**config.mk**
```make
export PLATFORM = sky130hd
export DESIGN_NAME = bf_core_stack
export DESIGN_NICKNAME = d
export VERILOG_FILES = /design/src/rtl/bf_pkg.sv /design/src/rtl/bf_loop_stack.sv /design/src/rtl/bf_core_stack.sv
export SDC_FILE = /design/constraint.sdc
export NUM_CORES = 1
export LEC_CHECK = 0
export CAP_MARGIN = 20
export CORE_AREA = 2 2 114 116
export DETAILED_ROUTE_END_ITERATION = 16
export DIE_AREA = 0 0 116 118
export PLACE_DENSITY = 0.91
export SLEW_MARGIN = 20
export SYNTH_ARGS = -nofsm -noshare
export SYNTH_HDL_FRONTEND = slang
export SYNTH_SLANG_ARGS = --single-unit
```
**constraint.sdc**
```tcl
create_clock -name clk -period 7.8 [get_ports clk]
set_input_delay 1.56 -clock clk [delete_from_list [all_inputs] [get_ports clk]]
set_output_delay 1.56 -clock clk [all_outputs]
set_load 0.005 [all_outputs]
```
**src/rtl/bf_pkg.sv**
```systemverilog
// Shared opcodes, FSM states and error codes for the Brainfuck execution core.
package bf_pkg;
  localparam logic [7:0] OP_INC   = 8'h2B;
  localparam logic [7:0] OP_DEC   = 8'h2D;
  localparam logic [7:0] OP_RIGHT = 8'h3E;
  localparam logic [7:0] OP_LEFT  = 8'h3C;
  localparam logic [7:0] OP_OUT   = 8'h2E;
  localparam logic [7:0] OP_IN    = 8'h2C;
  localparam logic [7:0] OP_LOOP  = 8'h5B;
  localparam logic [7:0] OP_END   = 8'h5D;
  localparam logic [7:0] OP_HALT  = 8'h00;

  typedef enum logic [3:0] {
    S_FETCH, S_DECODE, S_CELL_RD, S_CELL_WR, S_IO_OUT, S_IO_IN, S_SCAN, S_HALT, S_ERROR
  } state_t;

  localparam logic [1:0] ERR_NONE = 2'b00;
  localparam logic [1:0] ERR_OVF  = 2'b01;
  localparam logic [1:0] ERR_UNF  = 2'b10;
  localparam logic [1:0] ERR_UNM  = 2'b11;
endpackage

```
**src/rtl/bf_loop_stack.sv**
```systemverilog
// LIFO of loop-start pcs; push when full and pop when empty are dropped.
module bf_loop_stack
  import bf_pkg::*;
#(
  parameter int ADDR_W = 8,
  parameter int DEPTH  = 8
) (
  input  logic              clk,
  input  logic              rst_n,
  input  logic              i_push,
  input  logic              i_pop,
  input  logic [ADDR_W-1:0] i_data,
  output logic [ADDR_W-1:0] o_top,
  output logic              o_empty,
  output logic              o_full
);
  localparam int IW = $clog2(DEPTH);
  localparam int SW = IW + 1;

  logic [ADDR_W-1:0] r_mem [DEPTH];
  logic [SW-1:0]     r_sp;
  logic [SW-1:0]     w_sp_m1;
  logic              w_do_push;

  assign w_sp_m1   = r_sp - 1'b1;
  assign o_top     = r_mem[w_sp_m1[IW-1:0]];
  assign o_empty   = (r_sp == '0);
  assign o_full    = (r_sp == SW'(DEPTH));
  assign w_do_push = i_push && !o_full;

  always_ff @(posedge clk or negedge rst_n) begin
    if (!rst_n)                    r_sp <= '0;
    else if (w_do_push)            r_sp <= r_sp + 1'b1;
    else if (i_pop && !o_empty)    r_sp <= w_sp_m1;
  end

  always_ff @(posedge clk) begin
    if (w_do_push) r_mem[r_sp[IW-1:0]] <= i_data;
  end
endmodule

```
**src/rtl/bf_core_stack.sv**
```systemverilog
// Brainfuck core: unified program/tape memory on a req/ack bus, hardware loop stack, valid/ready I/O.
module bf_core_stack
  import bf_pkg::*;
#(
  parameter int         DATA_W      = 8,
  parameter int         ADDR_W      = 8,
  parameter int         STACK_DEPTH = 8,
  parameter logic [7:0] TAPE_BASE   = 8'h80
) (
  input  logic              clk,
  input  logic              rst_n,
  input  logic              ena,
  output logic              mem_req,
  output logic              mem_we,
  output logic [ADDR_W-1:0] mem_addr,
  output logic [DATA_W-1:0] mem_wdata,
  input  logic [DATA_W-1:0] mem_rdata,
  input  logic              mem_ack,
  output logic [DATA_W-1:0] out_data,
  output logic              out_valid,
  input  logic              out_ready,
  input  logic [DATA_W-1:0] in_data,
  input  logic              in_valid,
  output logic              in_ready,
  output logic              halted,
  output logic [1:0]        error,
  output logic [ADDR_W-1:0] pc_dbg
);
  localparam logic [ADDR_W-1:0] PTR_RST = ADDR_W'(TAPE_BASE);

  state_t            r_state, n_state;
  logic [ADDR_W-1:0] r_pc, n_pc, r_ptr, n_ptr, r_addr, n_addr, r_depth, n_depth;
  logic [DATA_W-1:0] r_cell, n_cell, r_wdata, n_wdata;
  logic [7:0]        r_op, n_op;
  logic              r_req, n_req, r_we, n_we, r_out_valid, n_out_valid;
  logic              r_in_ready, n_in_ready, r_halted, n_halted;
  logic [1:0]        r_err, n_err;
  logic              w_push, w_pop, w_empty, w_full;
  logic [ADDR_W-1:0] w_top;
  logic [7:0]        w_rd_op;

  assign w_rd_op = mem_rdata[7:0];

  bf_loop_stack #(.ADDR_W(ADDR_W), .DEPTH(STACK_DEPTH)) u_stack (
    .clk(clk), .rst_n(rst_n),
    .i_push(w_push && ena), .i_pop(w_pop && ena), .i_data(r_pc),
    .o_top(w_top), .o_empty(w_empty), .o_full(w_full)
  );

  always_ff @(posedge clk or negedge rst_n) begin
    if (!rst_n) begin
      r_state <= S_FETCH;   r_pc <= '0;        r_ptr <= PTR_RST;
      r_addr <= '0;         r_depth <= '0;     r_cell <= '0;
      r_wdata <= '0;        r_op <= '0;        r_req <= 1'b0;
      r_we <= 1'b0;         r_out_valid <= 1'b0; r_in_ready <= 1'b0;
      r_halted <= 1'b0;     r_err <= ERR_NONE;
    end else if (ena) begin
      r_state <= n_state;   r_pc <= n_pc;      r_ptr <= n_ptr;
      r_addr <= n_addr;     r_depth <= n_depth; r_cell <= n_cell;
      r_wdata <= n_wdata;   r_op <= n_op;      r_req <= n_req;
      r_we <= n_we;         r_out_valid <= n_out_valid; r_in_ready <= n_in_ready;
      r_halted <= n_halted; r_err <= n_err;
    end
  end

  // Bus states raise req for one transfer and drop it on the ack edge, which
  // guarantees an idle cycle before the next request.
  always_comb begin
    n_state = r_state;  n_pc = r_pc;       n_ptr = r_ptr;     n_addr = r_addr;
    n_depth = r_depth;  n_cell = r_cell;   n_wdata = r_wdata; n_op = r_op;
    n_req = r_req;      n_we = r_we;       n_out_valid = r_out_valid;
    n_in_ready = r_in_ready; n_halted = r_halted; n_err = r_err;
    w_push = 1'b0;      w_pop = 1'b0;
    case (r_state)
      S_FETCH: begin
        if (!r_req) begin
          n_req = 1'b1; n_we = 1'b0; n_addr = r_pc;
        end else if (mem_ack) begin
          n_req = 1'b0; n_op = w_rd_op; n_state = S_DECODE;
        end
      end
      S_DECODE: begin
        case (r_op)
          OP_RIGHT: begin n_ptr = r_ptr + 1'b1; n_pc = r_pc + 1'b1; n_state = S_FETCH; end
          OP_LEFT:  begin n_ptr = r_ptr - 1'b1; n_pc = r_pc + 1'b1; n_state = S_FETCH; end
          OP_INC, OP_DEC, OP_OUT, OP_LOOP, OP_END: n_state = S_CELL_RD;
          OP_IN:    begin n_in_ready = 1'b1; n_state = S_IO_IN; end
          OP_HALT:  begin n_halted = 1'b1; n_state = S_HALT; end
          default:  begin n_pc = r_pc + 1'b1; n_state = S_FETCH; end
        endcase
      end
      S_CELL_RD: begin
        if (!r_req) begin
          n_req = 1'b1; n_we = 1'b0; n_addr = r_ptr;
        end else if (mem_ack) begin
          n_req  = 1'b0;
          n_cell = mem_rdata;
          n_pc   = r_pc + 1'b1;
          n_state = S_FETCH;
          case (r_op)
            OP_INC: begin n_cell = mem_rdata + 1'b1; n_pc = r_pc; n_state = S_CELL_WR; end
            OP_DEC: begin n_cell = mem_rdata - 1'b1; n_pc = r_pc; n_state = S_CELL_WR; end
            OP_OUT: begin n_out_valid = 1'b1; n_pc = r_pc; n_state = S_IO_OUT; end
            OP_LOOP: begin
              if (mem_rdata == '0) begin
                n_depth = ADDR_W'(1); n_state = S_SCAN;
              end else if (w_full) begin
                n_err = ERR_OVF; n_pc = r_pc; n_state = S_ERROR;
              end else begin
                w_push = 1'b1;
              end
            end
            default: begin
              if (w_empty) begin
                n_err = ERR_UNF; n_pc = r_pc; n_state = S_ERROR;
              end else if (mem_rdata != '0) begin
                n_pc = w_top + 1'b1;  // re-enter the body without refetching '['
              end else begin
                w_pop = 1'b1;
              end
            end
          endcase
        end
      end
      S_CELL_WR: begin
        if (!r_req) begin
          n_req = 1'b1; n_we = 1'b1; n_addr = r_ptr; n_wdata = r_cell;
        end else if (mem_ack) begin
          n_req = 1'b0; n_we = 1'b0; n_pc = r_pc + 1'b1; n_state = S_FETCH;
        end
      end
      S_IO_OUT: begin
        if (out_ready) begin
          n_out_valid = 1'b0; n_pc = r_pc + 1'b1; n_state = S_FETCH;
        end
      end
      S_IO_IN: begin
        if (in_valid) begin
          n_in_ready = 1'b0; n_cell = in_data; n_state = S_CELL_WR;
        end
      end
      S_SCAN: begin
        if (!r_req) begin
          n_req = 1'b1; n_we = 1'b0; n_addr = r_pc;
        end else if (mem_ack) begin
          n_req = 1'b0;
          n_pc  = r_pc + 1'b1;
          if (w_rd_op == OP_LOOP)     n_depth = r_depth + 1'b1;
          else if (w_rd_op == OP_END) n_depth = r_depth - 1'b1;
          if (w_rd_op == OP_END && r_depth == ADDR_W'(1)) begin
            n_state = S_FETCH;
          end else if (r_pc == '1) begin
            n_err = ERR_UNM; n_state = S_ERROR;
          end
        end
      end
      default: ;
    endcase
  end

  assign mem_req   = r_req;
  assign mem_we    = r_we;
  assign mem_addr  = r_addr;
  assign mem_wdata = r_wdata;
  assign out_data  = r_cell;
  assign out_valid = r_out_valid;
  assign in_ready  = r_in_ready;
  assign halted    = r_halted;
  assign error     = r_err;
  assign pc_dbg    = r_pc;
endmodule

```
==> reports/results.md, run 1 <==
| Group | Metric | Reported |
|:---|:---|:---|
| grt | Overall global routing resource usage | 0.2673 |
| synth | Number of register bits inferred by synthesis | 135 |
| synth | Syn nets | 701 |
| place | Placed cell count | 864 |
| critical path | Crit Path Max Fanout | 8 |
| finish | Area used by sequential logic in the layout | 3700 µm² |
| critical path | Slowest-stage cell, CP | nor3b_1 |
| critical path | Buf+Inv Stages, Crit Path | 0 |
| timing | Final Slew Violations | 0 |
| grt | Busiest layer in global routing | met2 |
| timing | Period Utilization, post-route | 0.5400 |
| power and ir drop | Worst vdd rail ir drop | 0.2240 mV |
| synth | Fraction of synthesis flops using an asynchronous set or reset pin | 0.5259 |
| grt | First-pass GRT wire length | 28,060 µm |
| synth | Library cell occupying the most area in the post-synthesis netlist | edfxtp_1 |
| critical path | Register-to-register path setup slack | 3590 ps |
| place | Half-perimeter wire length of the detailed placement result | 12,070 µm |
| timing | Setup repair after global routing missed its margin | no |
| power and ir drop | Static Leakage | 3.356 nW |
| floorplan | Floorplan Core Area | 12,410 µm² |
| finish | Synth-to-layout area growth | 17.59% |
| timing | Worst Tran Pin Value | 1107 ps |
| finish | Footprint of the multi-input gates | 3457 µm² |
| finish | Count of fill cells added during filler insertion | 888 |
| synth | Area share of the largest cell type after synthesis | 0.2614 |
| floorplan | Width of the die | 116 µm |
| finish | Post-Route Utilization | 0.6965 |
| critical path | Worst path arrival time | 4490 ps |
| place | Pre-CTS WS | 3199 ps |
| critical path | Cell family with the largest share of critical-path delay | simple AND/OR/NAND/NOR gates |
| grt | Antenna violations before repair | 0 |
| grt | Total global routing overflow | 0 |
| critical path | Delay of the slowest critical-path stage | 930 ps |
| timing | # setup viols final | 0 |
| route | Via-per-instance ratio | 6.155 |
| grt | Via count of the first global-routing pass | 5,470 |
| synth | Number of unique standard cell types used by synthesis | 81 |
| place | # port buffers | 60 |
| synth | Synthesized instance count | 658 |
| critical path | Type of the worst setup path | flip-flop to flip-flop |
| finish | Cell Count, Final, Fillers Out | 896 |
| timing | Post-route minimum period | 4212 ps |
| timing | Highest attainable clock frequency | 0.2374 GHz |
| finish | Number of antenna repair diodes | 0 |
| grt | Met1 routing resource usage after global routing | 0.3398 |
| route | Post-route antenna net violation count | 0 |
| clock network | Number of setup buffers added after CTS | 0 |
| power and ir drop | P per Cell Area | 311.7 nW/µm² |
| clock network | Clock tree buffer depth | 2 |
| synth | Netlist area before placement | 7353 µm² |
| clock network | H-tree depth | 4 |
| synth | Most frequent cells after synthesis | dfrtp_1, nand2_1, edfxtp_1, nor2_1, o21ai_0 |
| min path | Hold WC Path Type | flip-flop to flip-flop |
| critical path | Worst setup SP type | flip-flop |
| timing | Hold Violations, Final | 0 |
| critical path | Required @ worst endpoint | 8070 ps |
| route | Remaining DRCs | 0 |
| outcome | Run status | complete, no violations |
| synth | Mean cell area of the mapped netlist | 11.18 µm² |
| floorplan | Area of the die | 13,690 µm² |
| synth | Primary flip-flop cell chosen by synthesis mapping | dfrtp_1 |
| finish | Post-route cell area | 8647 µm² |
| run | Count of maximum capacitance violations | 0 |
| timing | Worst-case clock skew | 8.592 ps |
| clock network | CTS Hold Buffers Added | 0 |
| place | Last weighted congestion value of the routability-driven placer | 0.9820 |
| route | DRC marker count from the first detailed-route iteration | 480 |
| grt | Pin count of the biggest net entering global routing | 72 |
| critical path | CP cell instances | nor3_1 -> nand4_1 -> nor3b_1 -> ha_1 -> a21o_1 -> a21oi_1 -> o21ai_0 -> o41ai_1 -> mux2i_1 -> mux2i_1 -> o211ai_1 |
| floorplan | I/O pin count | 61 |
| critical path | Cell seen most often among critical-path stages | mux2i_1 |
| route | Total vias in the final route | 5,515 |
| clock network | Clock slew seen by the registers of the worst setup and hold paths | 60 ps |
| synth | Yosys warning total | 0 |
| clock network | Number of clock sinks seen by CTS | 135 |
| timing | Relative slew slack | 0.2606 |
| synth | Largest cells by area after synthesis | edfxtp_1, dfrtp_1, mux4_2 |
| clock network | Number of buffers inserted during clock tree synthesis | 17 |
| synth | Number of synthesized flops with an enable pin | 64 |
| route | WL/cell | 19.36 µm |
| clock network | PostCTS Resize Cnt | 0 |
| floorplan | Height of the chip | 118 µm |
| timing | TNS Setup | 0 ps |
| grt | Met3 usage | 0.07467 |
| synth | Leading cell type by number of instances after synthesis | dfrtp_1 |
| synth | Share of synthesized area occupied by flip-flops and latches | 0.5031 |
| route | Detailed-route wire length | 17,350 µm |
| clock network | Clock tree from TritonCTS | yes |
| route | First drt pass iteration count | 5 |
| place | Cell area after placement | 8049 µm² |
| clock network | Master cell of the clock root buffer | clkbuf_16 |
| clock network | Later-pin clock latency in the skew report | 420 ps |
| critical path | Capturing element type of the critical path | flip-flop |
| timing | Final worst setup slack | 3588 ps |
| floorplan | Number of core rows | 41 |
| finish | Proportion of layout cells with a drive suffix above 1 | 0.1298 |
| finish | # nets final | 754 |
| floorplan | Starting density of the core | 0.5923 |
| grt | Met2 global-route usage | 0.4240 |
## worst paths after layout
path / start / end / depth (start not counted)
worst max-delay path: r_op[7] / out_data[7] / 11
worst min-delay path: r_depth[7] / r_depth[7] / 1
worst max register to register: r_op[7] / out_data[7] / 11
worst min register to register: r_depth[7] / r_depth[7] / 1
max in group asynchronous: rst_n / u_stack.r_sp[2] / 2
min in group asynchronous: rst_n / mem_wdata[2] / 2
## kinds of logic after synthesis
family,after synthesis,synth area share
adder cells (fa/ha/maj),21,0.03777
multiplexers,51,0.09937
XOR/XNOR,23,0.02739
AO/OA/AOI/OAI,149,0.1360
AND/OR/NAND/NOR,230,0.1659
flip-flops,135,0.5031
buffers and inverters,49,0.03046
## sequential cells by signal, indices dropped and copies added, names as in the netlist
register       count
u_stack.r_mem     64
mem_addr           8
mem_wdata          8
out_data           8
pc_dbg             8
r_depth            8
r_op               8
r_ptr              8
r_state            4
u_stack.r_sp       4
error              2
halted             1
in_ready           1
mem_req            1
mem_we             1
out_valid          1
## layer usage
layer / vias up / routed length, µm
met1: 2683 / 7014
li1: 2549 / -
met4: 0 / 588
met3: 48 / 1035
met2: 235 / 8710
met5: - / 0
## layout by cell type (no fill, tap or decap), drive strengths merged, types with 20 or more instances in the layout
cell,n
a21oi,44
clkbuf,20
clkdlybuf4s50,59
dfrtp,70
edfxtp,64
inv,24
nand2,67
nor2,56
o21ai,44
## through the flow
stage,hold slack (ps),power [mW]
global route,508.3,2.825
finish,493.9,2.696
CTS,492.8,2.693
global placement,471.1,1.855
floorplan,447.3,1.538
detailed placement,481.1,1.882
## power by group
group / switching [mW] / leakage [nW] / total [mW] / internal [mW]
clock: 0.308 / 0.280 / 0.810 / 0.502
combinational: 0.358 / 1.60 / 0.722 / 0.364
sequential: 0.256 / 1.47 / 1.16 / 0.907
## final cells by class
cell class,instances,area share
clock buffer,20,0.05050
clock inverter,12,0.01722
inverter,21,0.009116
multi-input combinational,474,0.3998
sequential,135,0.4279
tap,172,0.02489
timing repair buffer,62,0.07061
Power figures use the tool's default switching activity.
==> inputs of run 2 (changes only) <==
CORE_AREA = 2 2 115 117   (was 2 2 114 116)
DIE_AREA = 0 0 117 119   (was 0 0 116 118)
PLACE_DENSITY = 0.9   (was 0.91)
clock period = 4 ns   (was 7.8 ns; I/O delays follow)
==> run 2 against run 1 <==
  * Fmax is 21% higher
  * Via count is 4.3% higher
  * Sequential power is 91% higher
  * Sequential share of layout area is 0.55 points lower
  * Critical path depth is 1 higher
  * Final area is 1.3% higher
  * First-iteration DRC count is 21% higher
  * Utilization is 1.6 points lower
  * Combinational power is 110% higher
  * Sequential cell count stayed put
  * Final cell count is 2.0% higher
  * Critical endpoint unchanged
  * Largest power group unchanged
==> reports/results.md, run 2 (same netlist as run 1, synthesis figures left out) <==
| Group | Metric | Reported |
|:---|:---|:---|
| clock network | Number of clock sinks seen by CTS | 135 |
| power and ir drop | P per Cell Area | 611.3 nW/µm² |
| timing | Final worst setup slack | 528.9 ps |
| timing | Relative slew slack | 0.4865 |
| timing | Highest attainable clock frequency | 0.2881 GHz |
| place | Placed cell count | 882 |
| floorplan | Floorplan Core Area | 12,870 µm² |
| critical path | Crit path launch | r_op[4] |
| timing | TNS Setup | 0 ps |
| clock network | Number of buffers inserted during clock tree synthesis | 17 |
| clock network | Clock slew seen by the registers of the worst setup and hold paths | 60 ps |
| route | DRC marker count from the first detailed-route iteration | 581 |
| finish | Post-route cell area | 8760 µm² |
| finish | Proportion of layout cells with a drive suffix above 1 | 0.1409 |
| clock network | Clock tree from TritonCTS | yes |
| run | Count of maximum capacitance violations | 0 |
| outcome | Run status | complete, no violations |
| clock network | PostCTS Resize Cnt | 0 |
| finish | Synth-to-layout area growth | 19.13% |
| route | Detailed-route wire length | 18,900 µm |
| power and ir drop | Worst vdd rail ir drop | 0.3770 mV |
| critical path | Register-to-register path setup slack | 530 ps |
| place | # port buffers | 60 |
| clock network | CTS Hold Buffers Added | 0 |
| clock network | Master cell of the clock root buffer | clkbuf_16 |
| route | Total vias in the final route | 5,751 |
| finish | Count of fill cells added during filler insertion | 918 |
| timing | Setup repair after global routing missed its margin | no |
| finish | Most common library cell in the layout ignoring fill and taps | dfrtp_1 |
| grt | Antenna violations before repair | 0 |
| critical path | Type of the worst setup path | flip-flop to flip-flop |
| grt | Overall global routing resource usage | 0.2824 |
| finish | Cell Count, Final, Fillers Out | 914 |
| route | Remaining DRCs | 0 |
| finish | Post-Route Utilization | 0.6804 |
| critical path | Worst reg2reg startpoint | r_op[4] |
| min path | Hold WC Path Type | input port to async pin |
| floorplan | I/O pin count | 61 |
| clock network | H-tree depth | 4 |
| place | Pre-CTS WS | 418.2 ps |
| power and ir drop | Static Leakage | 3.437 nW |
| place | Cell area after placement | 8159 µm² |
| route | Post-route antenna net violation count | 0 |
| finish | Number of flip-flops under the largest register name | 64 |
| floorplan | Number of core rows | 42 |
| critical path | Worst setup path end | out_data[7] |
| timing | Worst Tran Pin Value | 770.3 ps |
| timing | Period Utilization, post-route | 0.8678 |
| finish | Most used cells in the layout excluding fill and tap cells | dfrtp_1, nand2_1, edfxtp_1 |
| timing | Post-route minimum period | 3471 ps |
| critical path | Worst path arrival time | 3750 ps |
| critical path | Capturing element type of the critical path | flip-flop |
| floorplan | Width of the die | 117 µm |
| floorplan | Area of the die | 13,920 µm² |
| finish | # nets final | 768 |
| route | Via-per-instance ratio | 6.292 |
| critical path | Crit Path Max Fanout | 8 |
| critical path | Worst setup SP type | flip-flop |
| critical path | End of the worst register-to-register path | out_data[7] |
| grt | First-pass GRT wire length | 29,650 µm |
| grt | Pin count of the biggest net entering global routing | 48 |
| timing | Worst-case clock skew | 9.280 ps |
| timing | Hold Violations, Final | 0 |
| grt | Via count of the first global-routing pass | 5,590 |
| finish | Number of antenna repair diodes | 0 |
| floorplan | Starting density of the core | 0.5711 |
| place | Last weighted congestion value of the routability-driven placer | 0.9246 |
| floorplan | Height of the chip | 119 µm |
| clock network | Later-pin clock latency in the skew report | 430 ps |
| place | Half-perimeter wire length of the detailed placement result | 13,040 µm |
| grt | Total global routing overflow | 0 |
| critical path | Worst reg2reg path depth | 12 |
| timing | # setup viols final | 0 |
| route | First drt pass iteration count | 6 |
| clock network | Number of setup buffers added after CTS | 0 |
| timing | Final Slew Violations | 0 |
| clock network | Clock tree buffer depth | 2 |
| critical path | Required @ worst endpoint | 4280 ps |
| route | WL/cell | 20.68 µm |
-- run 2: worst min path at each step --
stage	slack (ps)	to	start	cells past startpoint
2_1_floorplan	450	r_depth[7]	r_depth[7]	1
3_3_place_gp	490	r_depth[5]	r_depth[5]	1
3_5_place_dp	480	halted	halted	1
4_1_cts	510	mem_wdata[0]	mem_wdata[0]	1
5_1_grt	430	out_valid	rst_n	1
6_report	380	r_op[2]	rst_n	1
-- run 2: cell type report --
cell class                 instances  area, µm²  share of cell area
clock buffer                      22      444.2             0.05071
clock inverter                    10      153.9             0.01757
inverter                          21      78.83            0.008999
multi-input combinational        474       3445              0.3932
sequential                       135       3700              0.4224
tap                              176      220.2             0.02514
timing repair buffer              76      718.2             0.08199
-- run 2: worst max-delay path: stages (launching register included) --
cell and delay [ps]:
dfrtp_1 480, nor3_1 440, nand4_1 180, nor3b_1 230, buf_4 200, ha_1 240
a21o_1 170, a21oi_1 230, o21ai_0 190, o41ai_1 360, mux2i_1 260, mux2i_1 230
o211ai_1 110
-- run 2: routing by layer --
metal | global-route usage | vias up | part of all wire
met5 | 0 | - | 0
met4 | 0.1125 | 0 | 0.028
met3 | 0.05598 | 54 | 0.056
met2 | 0.4801 | 268 | 0.52
met1 | 0.3510 | 2844 | 0.39
li1 | - | 2585 | -
-- run 2: per-stage QoR --
| step | total power, mW | hold WS [ps] |
|---|---|---|
| 6_report | 5.355 | 382.3 |
| 5_1_grt | 5.593 | 429.5 |
| 4_1_cts | 5.339 | 510.3 |
| 3_5_place_dp | 3.719 | 475.3 |
| 3_3_place_gp | 3.654 | 486.4 |
| 2_1_floorplan | 3.000 | 447.3 |
-- run 2: where the power goes --
group / switching [mW] / leakage [nW] / internal, mW
clock network: 0.587 / 0.288 / 1.04
logic: 0.780 / 1.67 / 0.737
registers: 0.442 / 1.47 / 1.77
total: 1.81 / 3.44 / 3.55
==> inputs of run 3 (changes only) <==
HOLD_SLACK_MARGIN = 0.12   (was default)
==> results of run 3 <==
The final DEF is identical to that of run 2; final timing and power are the same.
